### src/rtl/mux_pkg.sv
// mux_pkg: shared default sizes and mode encodings for the channel muxes
package mux_pkg;
  localparam int N_DEF = 8;
  localparam int W_DEF = 8;
  localparam logic MODE_FIXED = 1'b0;
  localparam logic MODE_RR = 1'b1;
endpackage

### src/rtl/mux_nx1.sv
// mux_nx1: combinational N:1 selector over packed channel data
module mux_nx1 #(
  parameter int N = 8,
  parameter int W = 8,
  localparam int SW = $clog2(N)
) (
  input  logic [N*W-1:0] data,
  input  logic [SW-1:0]  idx,
  output logic [W-1:0]   y
);
  assign y = data[idx*W +: W];
endmodule

### src/rtl/rr_mux_nx1.sv
// rr_mux_nx1: registered N:1 mux with fixed or round-robin valid/ready arbitration
module rr_mux_nx1
  import mux_pkg::*;
#(
  parameter int N = N_DEF,
  parameter int W = W_DEF,
  localparam int SW = $clog2(N)
) (
  input  logic          clk,
  input  logic          rst,
  input  logic [N*W-1:0] in_data,
  input  logic [N-1:0]  in_valid,
  output logic [N-1:0]  in_ready,
  input  logic          mode,
  input  logic [SW-1:0] sel,
  output logic [W-1:0]  out_data,
  output logic [SW-1:0] out_ch,
  output logic          out_valid,
  input  logic          out_ready
);
  logic [SW-1:0] ptr;
  logic [SW-1:0] rr_grant;
  logic [SW-1:0] grant;
  logic [SW-1:0] cand;
  logic [W-1:0]  sel_data;
  logic          hit;
  logic          load_en;
  logic          xfer;
  always_comb begin
    rr_grant = ptr;
    cand = ptr;
    for (int k = N - 1; k >= 0; k--) begin
      cand = ptr + SW'(k);
      if (in_valid[cand]) rr_grant = cand;
    end
  end
  assign grant = (mode == MODE_RR) ? rr_grant : sel;
  assign hit = (mode == MODE_FIXED) ? in_valid[sel] : |in_valid;
  assign load_en = !out_valid || out_ready;
  assign xfer = !rst && load_en && hit;
  assign in_ready = xfer ? (N'(1) << grant) : '0;
  mux_nx1 #(.N(N), .W(W)) u_sel (
    .data(in_data),
    .idx (grant),
    .y   (sel_data)
  );
  always_ff @(posedge clk) begin
    if (rst) begin
      out_valid <= 1'b0;
      out_data <= '0;
      out_ch <= '0;
      ptr <= '0;
    end else if (load_en) begin
      out_valid <= hit;
      if (hit) begin
        out_data <= sel_data;
        out_ch <= grant;
        if (mode == MODE_RR) ptr <= grant + SW'(1);
      end
    end
  end
endmodule

### config.mk
export PLATFORM = sky130hd
export DESIGN_NAME = rr_mux_nx1
export DESIGN_NICKNAME = d
export VERILOG_FILES = /design/src/rtl/mux_pkg.sv /design/src/rtl/mux_nx1.sv /design/src/rtl/rr_mux_nx1.sv
export SDC_FILE = /design/constraint.sdc
export NUM_CORES = 1
export LEC_CHECK = 0
export ABC_AREA = 1
export CAP_MARGIN = 20
export CORE_ASPECT_RATIO = 1.25
export CORE_UTILIZATION = 42
export CTS_CLUSTER_DIAMETER = 80
export DETAILED_ROUTE_END_ITERATION = 8
export PLACE_DENSITY_LB_ADDON = 0.05
export SYNTH_ARGS = -nofsm -noshare
export SYNTH_HDL_FRONTEND = slang
export SYNTH_SLANG_ARGS = --single-unit
export TNS_END_PERCENT = 50
### constraint.sdc
create_clock -name clk -period 4.71 [get_ports clk]
set_clock_uncertainty 0.15 [all_clocks]
set_input_delay 1.413 -clock clk [delete_from_list [all_inputs] [get_ports clk]]
set_output_delay 1.413 -clock clk [all_outputs]
set_load 0.01 [all_outputs]
==> results of run 1 <==
## path summary, 6_finish.rpt
check / startpoint / end
worst max register to register: ptr[1] / out_data[0]
worst min register to register: out_ch[0] / out_ch[0]
worst min-delay path: out_ch[0] / out_ch[0]
worst max-delay path: in_valid[1] / in_ready[1]
## registers in the layout (all words and copies together), names as in the netlist
name	cells
ptr	3
out_ch	3
out_data	8
out_valid	1
## kinds of logic (layout without fill, tap and decap cells)
family                     after synthesis  count (layout)  share of synthesized area [%]
and+or+nand+nor                        278             278                           58.8
buffers and inverters                   49             212                           12.2
AOI/OAI and AO/OA                       44              44                           11.4
DFF                                     15              15                           14.5
adders and majority gates                3               3                           1.81
xor gates and xnor gates                 3               3                           1.27
## metrics by stage
step | setup TNS, ps | instances | area (sq um)
after detailed placement | -6890 | 597 | 3480
after floorplan | 0 | 392 | 2080
after global placement | -6720 | 597 | 3480
after CTS | 0 | 611 | 3740
final | -34.3 | 615 | 3870
after global routing | -795 | 615 | 3870
## synth_stat cells (2+ instances only)
cell,number,area (sq um)
dfxtp_1,15,300
nor2_1,22,82.6
nand2_2,13,81.3
o21ai_0,13,65.1
a21oi_1,20,100
xor2_1,2,17.5
o211ai_1,3,22.5
buf_4,5,37.5
nand3_1,47,235
o21ai_1,4,20.0
nor2_4,2,22.5
buf_6,4,45.0
buf_2,2,10.0
inv_1,26,97.6
o22ai_1,2,12.5
nand2_1,180,676
ha_1,3,37.5
nand2_4,2,22.5
inv_2,9,33.8
nand3_2,6,60.1
## routing by layer
metal,up-vias,track usage (%),part of all wire [%]
met2,150,65.6,53
li1,1569,-,-
met4,0,20.7,6.7
met3,42,4.26,6.3
met1,1397,27.4,34
met5,-,0,0
## worst register-to-register path, stage by stage, from the launching register on
cell	delay, ps
dfxtp_1	370
inv_4	40
ha_1	480
inv_2	180
nand3_4	130
nand3_2	90
nand2_2	100
o21ai_1	70
o21ai_1	140
nand2_1	70
nand2_1	60
nand2_1	50
nand2_1	60
nand2_2	70
buf_6	120
a21oi_4	160
buf_6	150
buf_4	200
a21oi_1	60
o21ai_0	220
nand3_1	90
## layout make-up
cell class | count | share of cell area, %
repair buffers | 172 | 39.4
well taps | 60 | 1.94
clock buffers | 3 | 1.07
flip-flops and latches | 15 | 7.75
inverters | 36 | 3.55
multi-input cells | 328 | 46.1
clock inverters | 1 | 0.129
## power breakdown
group	total [uW]	leakage, uW	internal (uW)	switching [uW]
Clock	109	0.0000255	58.8	50.0
Combinational	831	0.00183	388	443
Sequential	163	0.000124	148	14.9
## repair_timing
item / 4_1_cts / 5_1_grt
setup buffers: 10 / 4
hold buffers: 0 / 0
gates resized for setup: 122 / 24
endpoints found under the setup margin: 8 / 8
pin swaps: 38 / 19
==> run_results.csv, run 1 <==
group,metric,value,unit
outcome,status,"complete, but fails checks",
outcome,violations,"setup timing",
synthesis,syn_nets,474,
timing,rsz0062_at_grt,"yes",
synthesis,syn-cell-area,0.00208,sq mm
critical_path,endpoint_kind,"output port",
critical_path,reg2reg_slack,1550,ps
floorplan,ios,99,
global_route,grt_pass1_wl,12900,um
timing,slew_headroom,67.1,%
final_layout,final_cell_mix,"nand2_1, clkdlybuf4s50_1, buf_4",
timing,setup_violations,4,
critical_path,timing_worst_setup_path_type,"in -> out",
final_layout,final_util,81.9,%
floorplan,core,0.00473,sq mm
place,dpl.hpwl,6470,um
place,io_buffers,98,
timing,hold_viol_final,0,
timing,maxSlewViolCount,0,
synthesis,ys_async_sr_fraction,0,%
clocking,cts_sinks,15,
worst_hold_path,hold_path.class,"reg -> reg",
clocking,h-tree-depth,1,
critical_path,cp-start-kind,"input port",
critical_path,worstPathMaxFanout,3,
timing,worst_slack,-19.9,ps
critical_path,path_cells,"buf_6, nand2_2, nand3_4, nand3_2, nand2_2, nand2_1, o21ai_1, o21ai_1, nand2_1, nand2_1, nand2_1, nand2_1, nand2_2, nand2_2, o21ai_4, buf_4, nor2_4, inv_2, nor2_1, buf_2",
synthesis,ys_warn_count,0,
pwr,vdd_drop_max,187,uV
drt,first_iter_violations,140,
worst_hold_path,hold_path_depth,2,
drt,postRouteAntennaNets,0,
floorplan,die_height,80.6,um
synthesis,ys_seq_elements,15,
pwr,p_leak,0.00198,uW
job,drv_cap,0,
global_route,grtUsageTotal,31.8,%
critical_path,reg2reg_depth,20,
critical_path,path_buf_inv,4,
drt,firstDrtPassIters,4,
global_route,antenna_found_initial,0,
final_layout,drive_gt1_share,32.6,%
global_route,grt_pass1_vias,2998,
clocking,clockBufferDepth,2,
drt,viasPerCell,5.13,
pwr,power,1100,uW
clocking,clock_latency,250,ps
final_layout,final_common_cell,"nand2_1",
floorplan,die_w,64.9,um
clocking,cts-buffers-inserted,3,
drt,post_drt_wl_per_cell,13.7,um
timing,fmax,211,MHz
drt,num_vias,3158,
final_layout,multi_input_area,0.00179,sq mm
floorplan,die_area,0.00523,sq mm
critical_path,cp.depth,20,
clocking,root_buffer,"clkbuf_8",
critical_path,cp.required,3150,ps
clocking,tritoncts,"built",
timing,period_needed,4730,ps
final_layout,nets,638,
timing,tightest_slew,492,ps
floorplan,initial_core_util,43.9,%
critical_path,arrival,3170,ps
critical_path,cpMostUsedCell,"nand2_1",
synthesis,synth_ff_type,"dfxtp_1",
timing,whs,348,ps
drt,remaining_drc_errors,0,
final_layout,syn_to_final_growth,86.7,%
synthesis,syn_avg_cell_area,5.30,sq um
synthesis,synth-edff-count,0,
drt,routed_wl,8420,um
critical_path,cpPeakStageDelay,150,ps
critical_path,crit_family,"simple AND/OR/NAND/NOR gates",
place,place_congestion,0.919,
clocking,clk_pin_slew,60,ps
timing,post-route-period-util,100,%
final_layout,register_area,300,sq um
synthesis,synthDistinctLibCells,32,
global_route,grt_max_degree,19,
floorplan,row_count,28,
critical_path,critical-path-slowest-cell,"buf_4",
synthesis,seq_area_frac_synth,14.5,%
pwr,power.density,285,mW/mm^2
place,place_ws,-901,ps
global_route,grt-ovfl-total,0,
final_layout,diodes,0,
synthesis,synthCells,392,
final_layout,nFillCells,358,
No activity file was read; power rests on OpenSTA's default activity.
==> inputs of run 2 (changes only) <==
--- a/config.mk
+++ b/config.mk
@@ -10,6 +10,7 @@
 export CORE_ASPECT_RATIO = 1.25
 export CORE_UTILIZATION = 42
 export CTS_CLUSTER_DIAMETER = 80
+export CTS_CLUSTER_SIZE = 24
 export DETAILED_ROUTE_END_ITERATION = 8
 export PLACE_DENSITY_LB_ADDON = 0.05
 export SYNTH_ARGS = -nofsm -noshare
==> results of run 2 <==
Same layout as run 1: the final DEF is identical, and so are final timing and power.
